$ cat src/rtl/vernam_pkg.sv
// Shared types and defaults for the Vernam one-time-pad stream engine.
// Latency: n/a (declarations only).
// Backpressure: n/a.
package vernam_pkg;

  localparam int VERNAM_DATA_W = 8;

  // Controller FSM encoding
  typedef enum logic [1:0] {
    S_EMPTY = 2'd0,
    S_RUN   = 2'd1,
    S_HALT  = 2'd2
  } state_t;

endpackage

$ cat src/rtl/vernam_key_store.sv
// Circular key store: write port, read-and-advance port, count/full flags.
// Latency: writes visible to the read port one cycle later; rd_data is combinational.
// Backpressure: none internally; callers must qualify wr_en with !full and rd_en with count>0.
// Build option: VERNAM_KEY_ZEROIZE_EN wipes consumed entries and the whole array on flush.
module vernam_key_store import vernam_pkg::*; #(
  parameter int DATA_W    = VERNAM_DATA_W,
  parameter int KEY_DEPTH = 16,
  parameter int CNT_W     = $clog2(KEY_DEPTH) + 1
) (
  input  logic              clk,
  input  logic              rst_n,
  input  logic              flush,
  input  logic              wr_en,
  input  logic [DATA_W-1:0] wr_data,
  input  logic              rd_en,
  output logic [DATA_W-1:0] rd_data,
  output logic [CNT_W-1:0]  count,
  output logic [CNT_W-1:0]  count_nxt,
  output logic              full
);

  localparam int PTR_W = $clog2(KEY_DEPTH);

  logic [DATA_W-1:0] mem [KEY_DEPTH];
  logic [PTR_W-1:0]  wr_ptr;
  logic [PTR_W-1:0]  rd_ptr;

  // Next occupancy; a simultaneous write and consume leaves it unchanged
  always_comb begin
    count_nxt = count;
    if (flush) count_nxt = '0;
    else       count_nxt = count + CNT_W'(wr_en) - CNT_W'(rd_en);
  end

  assign full    = (count == CNT_W'(KEY_DEPTH));
  assign rd_data = mem[rd_ptr];

  // Pointers and count; pointers wrap naturally since KEY_DEPTH is a power of 2
  always_ff @(posedge clk) begin
    if (!rst_n) begin
      wr_ptr <= '0;
      rd_ptr <= '0;
      count  <= '0;
    end else begin
      count <= count_nxt;
      if (flush) begin
        wr_ptr <= '0;
        rd_ptr <= '0;
      end else begin
        if (wr_en) wr_ptr <= wr_ptr + PTR_W'(1);
        if (rd_en) rd_ptr <= rd_ptr + PTR_W'(1);
      end
    end
  end

  // Key array; wr_ptr and rd_ptr only coincide when empty or full, so the
  // qualified write and the consume-side wipe never target the same entry
  always_ff @(posedge clk) begin
`ifdef VERNAM_KEY_ZEROIZE_EN
    if (flush) begin
      for (int i = 0; i < KEY_DEPTH; i++) mem[i] <= '0;
    end else begin
      if (wr_en) mem[wr_ptr] <= wr_data;
      if (rd_en) mem[rd_ptr] <= '0;
    end
`else
    if (wr_en) mem[wr_ptr] <= wr_data;
`endif
  end

endmodule

$ cat src/rtl/vernam_otp_controller.sv
// One-time-pad engine: XORs each accepted plaintext byte with the oldest unused key byte.
// Latency: exactly 1 cycle from pt accept to ct_valid; 1 byte/cycle sustained.
// Backpressure: pt_ready drops when the store is empty, halted, or ct is held by !ct_ready.
// Build option: VERNAM_KEY_ZEROIZE_EN (consumed/flushed key entries are wiped).
module vernam_otp_controller import vernam_pkg::*; #(
  parameter int DATA_W    = VERNAM_DATA_W,
  parameter int KEY_DEPTH = 16,
  parameter int CNT_W     = $clog2(KEY_DEPTH) + 1
) (
  input  logic              clk,
  input  logic              rst_n,
  input  logic              key_flush,
  input  logic              key_wr_en,
  input  logic [DATA_W-1:0] key_wr_data,
  output logic              key_full,
  output logic [CNT_W-1:0]  key_count,
  input  logic              pt_valid,
  input  logic [DATA_W-1:0] pt_data,
  output logic              pt_ready,
  output logic              ct_valid,
  output logic [DATA_W-1:0] ct_data,
  input  logic              ct_ready,
  output logic              key_overflow,
  output logic [15:0]       bytes_done
);

  state_t            state;
  state_t            state_nxt;
  logic              accept;
  logic              wr_ok;
  logic              ovf_evt;
  logic [DATA_W-1:0] key_byte;
  logic [CNT_W-1:0]  count_nxt;

  vernam_key_store #(
    .DATA_W    (DATA_W),
    .KEY_DEPTH (KEY_DEPTH),
    .CNT_W     (CNT_W)
  ) u_key_store (
    .clk       (clk),
    .rst_n     (rst_n),
    .flush     (key_flush),
    .wr_en     (wr_ok),
    .wr_data   (key_wr_data),
    .rd_en     (accept),
    .rd_data   (key_byte),
    .count     (key_count),
    .count_nxt (count_nxt),
    .full      (key_full)
  );

  // Handshake decode; flush wins over a same-cycle write or accept
  always_comb begin
    pt_ready = 1'b0;
    accept   = 1'b0;
    wr_ok    = 1'b0;
    ovf_evt  = 1'b0;
    pt_ready = (state == S_RUN) && (!ct_valid || ct_ready);
    accept   = pt_valid && pt_ready && !key_flush;
    wr_ok    = key_wr_en && !key_full && (state != S_HALT) && !key_flush;
    ovf_evt  = key_wr_en && key_full && !key_flush;
  end

  // Next state: overflow halts from anywhere; otherwise track key availability
  always_comb begin
    state_nxt = state;
    if (key_flush) begin
      state_nxt = S_EMPTY;
    end else if (ovf_evt || state == S_HALT) begin
      state_nxt = S_HALT;
    end else begin
      case (state)
        S_EMPTY: state_nxt = (count_nxt != '0) ? S_RUN : S_EMPTY;
        S_RUN:   state_nxt = (count_nxt != '0) ? S_RUN : S_EMPTY;
        default: state_nxt = S_EMPTY;
      endcase
    end
  end

  // State register
  always_ff @(posedge clk) begin
    if (!rst_n) state <= S_EMPTY;
    else        state <= state_nxt;
  end

  // Halt is only ever reached through an overflow, so it doubles as the sticky flag
  assign key_overflow = (state == S_HALT);

  // Ciphertext output register: loads on accept, holds while stalled, clears after handshake
  always_ff @(posedge clk) begin
    if (!rst_n) begin
      ct_valid <= 1'b0;
      ct_data  <= '0;
    end else if (accept) begin
      ct_valid <= 1'b1;
      ct_data  <= pt_data ^ key_byte;
    end else if (ct_valid && ct_ready) begin
      ct_valid <= 1'b0;
    end
  end

  // Delivered-byte counter, wraps at 16 bits
  always_ff @(posedge clk) begin
    if (!rst_n)                  bytes_done <= '0;
    else if (ct_valid && ct_ready) bytes_done <= bytes_done + 16'd1;
  end

endmodule

$ cat config.mk
export PLATFORM = sky130hd
export DESIGN_NAME = vernam_otp_controller
export DESIGN_NICKNAME = d
export VERILOG_FILES = /design/src/rtl/vernam_pkg.sv /design/src/rtl/vernam_key_store.sv /design/src/rtl/vernam_otp_controller.sv
export SDC_FILE = /design/constraint.sdc
export NUM_CORES = 1
export LEC_CHECK = 0
export BUFFER_PORTS_ARGS = -buffer_cell sky130_fd_sc_hd__clkbuf_2
export CAP_MARGIN = 20
export CELL_PAD_IN_SITES_DETAIL_PLACEMENT = 1
export CELL_PAD_IN_SITES_GLOBAL_PLACEMENT = 2
export CORE_AREA = 2 2 131 133
export CTS_CLUSTER_DIAMETER = 120
export DETAILED_ROUTE_END_ITERATION = 8
export DIE_AREA = 0 0 133 135
export GPL_ROUTABILITY_DRIVEN = 0
export PLACE_DENSITY_LB_ADDON = 0.25
export SKIP_CTS_REPAIR_TIMING = 1
export SKIP_LAST_GASP = 1
export SYNTH_ARGS = -nofsm -noshare
export SYNTH_HDL_FRONTEND = slang
export SYNTH_SLANG_ARGS = --single-unit
$ cat constraint.sdc
create_clock -name clk -period 4 [get_ports clk]
set_clock_uncertainty 0.15 [all_clocks]
set_input_delay 0.8 -clock clk [delete_from_list [all_inputs] [get_ports clk]]
set_output_delay 0.8 -clock clk [all_outputs]
set_load 0.02 [all_outputs]
Word-level counts from Yosys, hierarchy flattened
Memory sizes are Yosys's and may differ from the RTL's. A register that Yosys moved wholly into a read port is not among the register bits. Cells that the tools add are included. W data, S select, Z words.

Add/sub/neg operators: 5. Equality and inequality tests: 4. Multiplexer cells: 10. Bitwise operators: 3. Reductions and logical operators: 20.

Operator list (count): $add A16 B1 Y16 const B (1); $logic_and A1 B1 Y1 (9); $add A4 B1 Y4 const B (2); $mux W4 (2); $xor A8 B8 Y8 (1); $mux W1 (6); $add A5 B1 Y5 (1); $eq A5 B5 Y1 const B (1); $mux W5 (1); $reduce_bool A5 Y1 (1); $sub A5 B1 Y5 (1); $reduce_or A2 Y1 (2); $reduce_or A4 Y1 (1); $logic_not A1 Y1 (3); $eq A2 B1 Y1 const B (1); $eq A2 B2 Y1 const B (1); $logic_not A2 Y1 (1); $logic_or A1 B1 Y1 (2); $mux W2 (1); $ne A2 B2 Y1 const B (1); $not A1 Y1 (2); $reduce_bool A2 Y1 (1).

Bits in registers: 40. RAM bits: 128. Bits of input ports: 22. Word-level logic and storage cells: 51. Memories kept: 1.

Memories: u_key_store.mem (words 16, width 8, rd ports 1, clocked after Yosys merged registers in 1, write ports 1, RTL line vernam_key_store.sv:24) `logic [DATA_W-1:0] mem [KEY_DEPTH];`.

Longest topological paths before layout
Depth in word-level cells: 12. Depth in mapped cells: 15. Mapped depth without buffers: 15.

Cells and area by module
A second synthesis with hierarchy kept.

Cell total of the unflattened synthesis: 445. Area total of the unflattened synthesis: 7014.2 µm².

By module, submodules not included: vernam_key_store (times used 1, cells an instance 304, area an instance 5776.8 µm²); vernam_otp_controller (times used 1, cells an instance 141, area an instance 1237.4 µm²).

Worst setup path before layout
OpenSTA, ideal clock, no wires.

Path type: input-to-reg. Start point: input port key_flush. End point: register state[0]. Library setup time: 120 ps. Data arrival time: 3100 ps. Data required time: 3730 ps. Path slack: 631 ps. Cell stages on the path: 14. Path buffers: 2. Cell sequence: nand2b_1 > nor4b_1 > clkbuf_1 > buf_2 > ha_1 > inv_1 > ha_1 > inv_1 > fa_1 > inv_1 > a21oi_1 > o21bai_1 > xnor2_1 > o31a_1.

RTL lines: from (decl) (RTL line vernam_otp_controller.sv:12) `input logic key_flush,`; $logic_not A1 Y1 (RTL line vernam_otp_controller.sv:59) `accept = pt_valid && pt_ready && !key_flush;`; $logic_and A1 B1 Y1 (RTL line vernam_otp_controller.sv:59); net accept (RTL line vernam_otp_controller.sv:29) `logic accept;`; $sub A5 B1 Y5 (RTL line vernam_key_store.sv:32) `else count_nxt = count + CNT_W'(wr_en) - CNT_W'(rd_en);`; $mux W5 (RTL line vernam_key_store.sv:31) `if (flush) count_nxt = '0;`; $reduce_bool A5 Y1 (RTL line vernam_otp_controller.sv:73, vernam_otp_controller.sv:74); $mux W1 (RTL line vernam_otp_controller.sv:73, vernam_otp_controller.sv:74); to (signal assigned) (RTL line vernam_otp_controller.sv:83) `else state <= state_nxt;`; to (decl) (RTL line vernam_otp_controller.sv:27) `state_t state;`.

The timed path passes the listed nets, and every way through them passes these cells. A chain may end at the register's enable or synchronous reset.

Worst setup path after layout
Start point: register u_key_store.count[3]. End point: register state[0].

Cells in the longest elaborated chain, start to end: 10.

RTL lines: from (decl) (RTL line vernam_key_store.sv:17) `output logic [CNT_W-1:0] count,`; from (signal assigned) (RTL line vernam_key_store.sv:45) `count <= count_nxt;`; $eq A5 B5 Y1 (RTL line vernam_key_store.sv:35) `assign full = (count == CNT_W'(KEY_DEPTH));`; $logic_not A1 Y1 (RTL line vernam_otp_controller.sv:60) `wr_ok = key_wr_en && !key_full && (state != S_HALT) && !key_flush;`; $logic_and A1 B1 Y1 (3 in series) (RTL line vernam_otp_controller.sv:60); $add A5 B1 Y5 (RTL line vernam_key_store.sv:32); $sub A5 B1 Y5 (RTL line vernam_key_store.sv:32); $mux W5 (RTL line vernam_key_store.sv:31); $reduce_bool A5 Y1 (RTL line vernam_otp_controller.sv:73, vernam_otp_controller.sv:74); $mux W1 (RTL line vernam_otp_controller.sv:73, vernam_otp_controller.sv:74).

Parallel ways exist; a longest one is shown, timed or not.

==> results by group <==
Global routing
  – Initial antenna violation count: 0
  – Vias in the first global route: between 3,000 and 4,000
  – Global-route wire length before repair: 22.8 mm
  – GRT Util Overall: 0.173
  – Grt ovf: 0
  – Largest net degree at the start of global routing: 33

Finish
  – Layout area overhead: 15.6%
  – Share of cells above drive strength 1: 0.217
  – Layout Nets: approximately 530
  – N_diodes: 0
  – Filler Cell Count: about 1,600

Timing
  – Fin crit share: 0.801
  – Final setup vio count: 0
  – F_max: 0.312 GHz
  – TNS Setup: 0 ns
  – Final Hold Viols: 0
  – Final min period: roughly 3.2 ns
  – Slew @ Worst Pin: between 0.9 and 1 ns
  – Final hold slack: 0.360 ns
  – Max-slew violations: 0
  – Relative slew slack: 0.357
  – RSZ-0062 raised after global routing: no

Worst setup path
  – Worst Setup Path Type: reg -> reg
  – CP startpoint kind: flip-flop
  – Worst Path Required: approximately 4.2 ns
  – CP Capture Type: flip-flop
  – WP data arrival: around 3.4 ns
  – Crit-path max FO: 8

Power and ir drop
  – Tot Pwr: ~3700 µW
  – Peak supply drop: around 330 µV
  – Power Density: roughly 450 mW/mm²
  – Leakage: around 0.0028 µW

Yosys
  – Sequential fraction of the synthesis area: 0.665
  – Syn. warnings: 0
  – Async set or reset register ratio after synthesis: 0
  – Syn_nets: between 400 and 500
  – Unique masters post-synth: just over 40
  – EDFF count, synth: approximately 130
  – Top FF cell, synth: edfxtp_1
  – Syn avg cell area: between 15 and 20 µm²
  – Netlist Area Pre-Place: 0.00711 mm²
  – Seq cells post-synth: 172
  – Synth Instances: 428

CTS
  – CTS Sinks: around 170
  – H-tree depth: 4
  – Num CTS Buffers: 17
  – CTS tree: yes
  – Worst skew pair latency: 0.42 ns
  – Clk slew on worst S/H paths: 0.07 ns
  – CTS Root Cell: clkbuf_16
  – Clock Tree Buf Depth: 2

Drt
  – Final Routed Wirelength: between 10 and 15 mm
  – DRC: 0
  – Post-route ant nets: 0
  – Vias per cell: 5.22
  – DR vias: ~3,800
  – Starting DRT DRC Count: 304
  – Drt pass-1 iters: 5
  – Wire per inst: between 15 and 20 µm

Floorplanning
  – Rows: 47
  – Die Span X: 133 µm
  – Ports: 55
  – Starting Density: 0.433
  – Die ar.: ~0.018 mm²
  – Core Box Area: roughly 0.016 mm²
  – Die height: around 140 µm

Hold path
  – Hold crit path type: reg -> reg

Flow run
  – Max-Cap Viols: 0

Placed design
  – Port Buf Inserts: 54
  – Final HPWL DP: around 9.6 mm

Status
  – Status: complete, no violations
[placed cells by master, fill, tap and decap left out, drive strengths merged]
cell        n
nor2       24
or3         4
o31a        1
nor3b       1
xor2       12
o21a        1
inv        18
a21oi      12
nor2b       5
bufinv      1
mux4       32
a21boi      4
clkbuf     72
nor3        8
and4bb      1
mux2i      25
nor4        1
and3        2
o21ai      11
nand4       6
ha         12
clkinvlp    3
xnor2      18
o21bai      1
nand2      15
buf        17
a21o        1
clkinv      7
dfxtp      44
a211oi      1
fa          1
nor4b       2
and2       12
edfxtp    128
nand2b      4
nand3       5
[layout make-up]
cell class	instances	area (µm²)	area share
flip-flops and latches	172	4730	0.575
multi-input cells	222	2190	0.266
clock buffers	18	429	0.0523
repair buffers	71	398	0.0484
well taps	220	275	0.0335
clock inverters	14	141	0.0172
inverters	15	56.3	0.00686
[path summary, 6_finish.rpt]
path	startpoint	to	slack (ns)	cells after the start
max	u_key_store.count[3]$_SDFF_PN0_	state[0]$_SDFF_PP0_	0.80	16
max reg2reg	u_key_store.count[3]$_SDFF_PN0_	state[0]$_SDFF_PP0_	0.80	16
min reg2reg	u_key_store.rd_ptr[1]$_SDFFE_PP0P_	u_key_store.rd_ptr[1]$_SDFFE_PP0P_	0.36	2
min	u_key_store.rd_ptr[1]$_SDFFE_PP0P_	u_key_store.rd_ptr[1]$_SDFFE_PP0P_	0.36	2
[per-layer routing]
layer,vias to the layer above,global-route usage,wire length [µm]
li1,1782,-,-
met1,1948,0.231,6560
met2,73,0.284,7330
met3,15,0.0330,427
met4,0,0.0645,194
met5,-,0,0
[sequential cells by signal (all words and copies together) (netlist names), named ones only]
signal / flops
u_key_store.wr_ptr: 4
u_key_store.rd_ptr: 4
state: 2
u_key_store.count: 5
ct_valid: 1
bytes_done: 16
ct_data: 8
u_key_store.mem: 128
[worst max-delay path: stages, from the launching register on]
cell and delay [ns]:
dfxtp_1 0.37, inv_1 0.08, ha_1 0.18, and4bb_1 0.26
nor4b_4 0.26, buf_4 0.20, inv_1 0.05, ha_1 0.26
inv_1 0.05, ha_1 0.15, inv_1 0.05, fa_1 0.39
inv_1 0.07, a21oi_1 0.05, o21bai_1 0.15, xnor2_1 0.12
o31a_1 0.25
[cell usage after synthesis, types with 11 or more instances]
| library cell | number | area [µm²] |
|---|---|---|
| mux4_1 | 28 | 736 |
| xnor2_1 | 18 | 158 |
| nand2_1 | 15 | 56.3 |
| edfxtp_1 | 128 | 3840 |
| xor2_1 | 12 | 105 |
| a21oi_1 | 12 | 60.1 |
| ha_1 | 12 | 150 |
| mux2i_1 | 25 | 250 |
| dfxtp_1 | 44 | 881 |
| nor2_1 | 24 | 90.1 |
| and2_1 | 12 | 75.1 |
| inv_1 | 15 | 56.3 |
| o21ai_0 | 11 | 55.1 |
[through the flow]
step	area [µm²]	utilization	cells	setup slack (ns)
after floorplan	7110	-	428	0.631
after global placement	7640	0.466	700	0.797
after detailed placement	7640	0.466	700	0.734
after CTS	8210	0.501	732	0.772
after global routing	8210	0.501	732	0.570
final	8210	0.501	732	0.797
[power breakdown]
part	total, µW	switching (µW)	leakage (µW)	internal (µW)
clock	1580	708	0.000270	871
sequential	1940	10.4	0.00151	1930
combinational	144	88.9	0.00104	55.4
[logic make-up (layout without fill, tap and decap cells)]
group                      count (synthesis)  count (layout)  synth area share
DFF                                      172             172             0.665
and+or+nand+nor                           90              90            0.0687
muxes                                     57              57             0.151
buffers and inverters                     34             118            0.0283
AOI/OAI and AO/OA                         32              32            0.0259
xor gates and xnor gates                  30              30            0.0370
adders and majority gates                 13              13            0.0239
No activity file was read; power rests on OpenSTA's default activity.
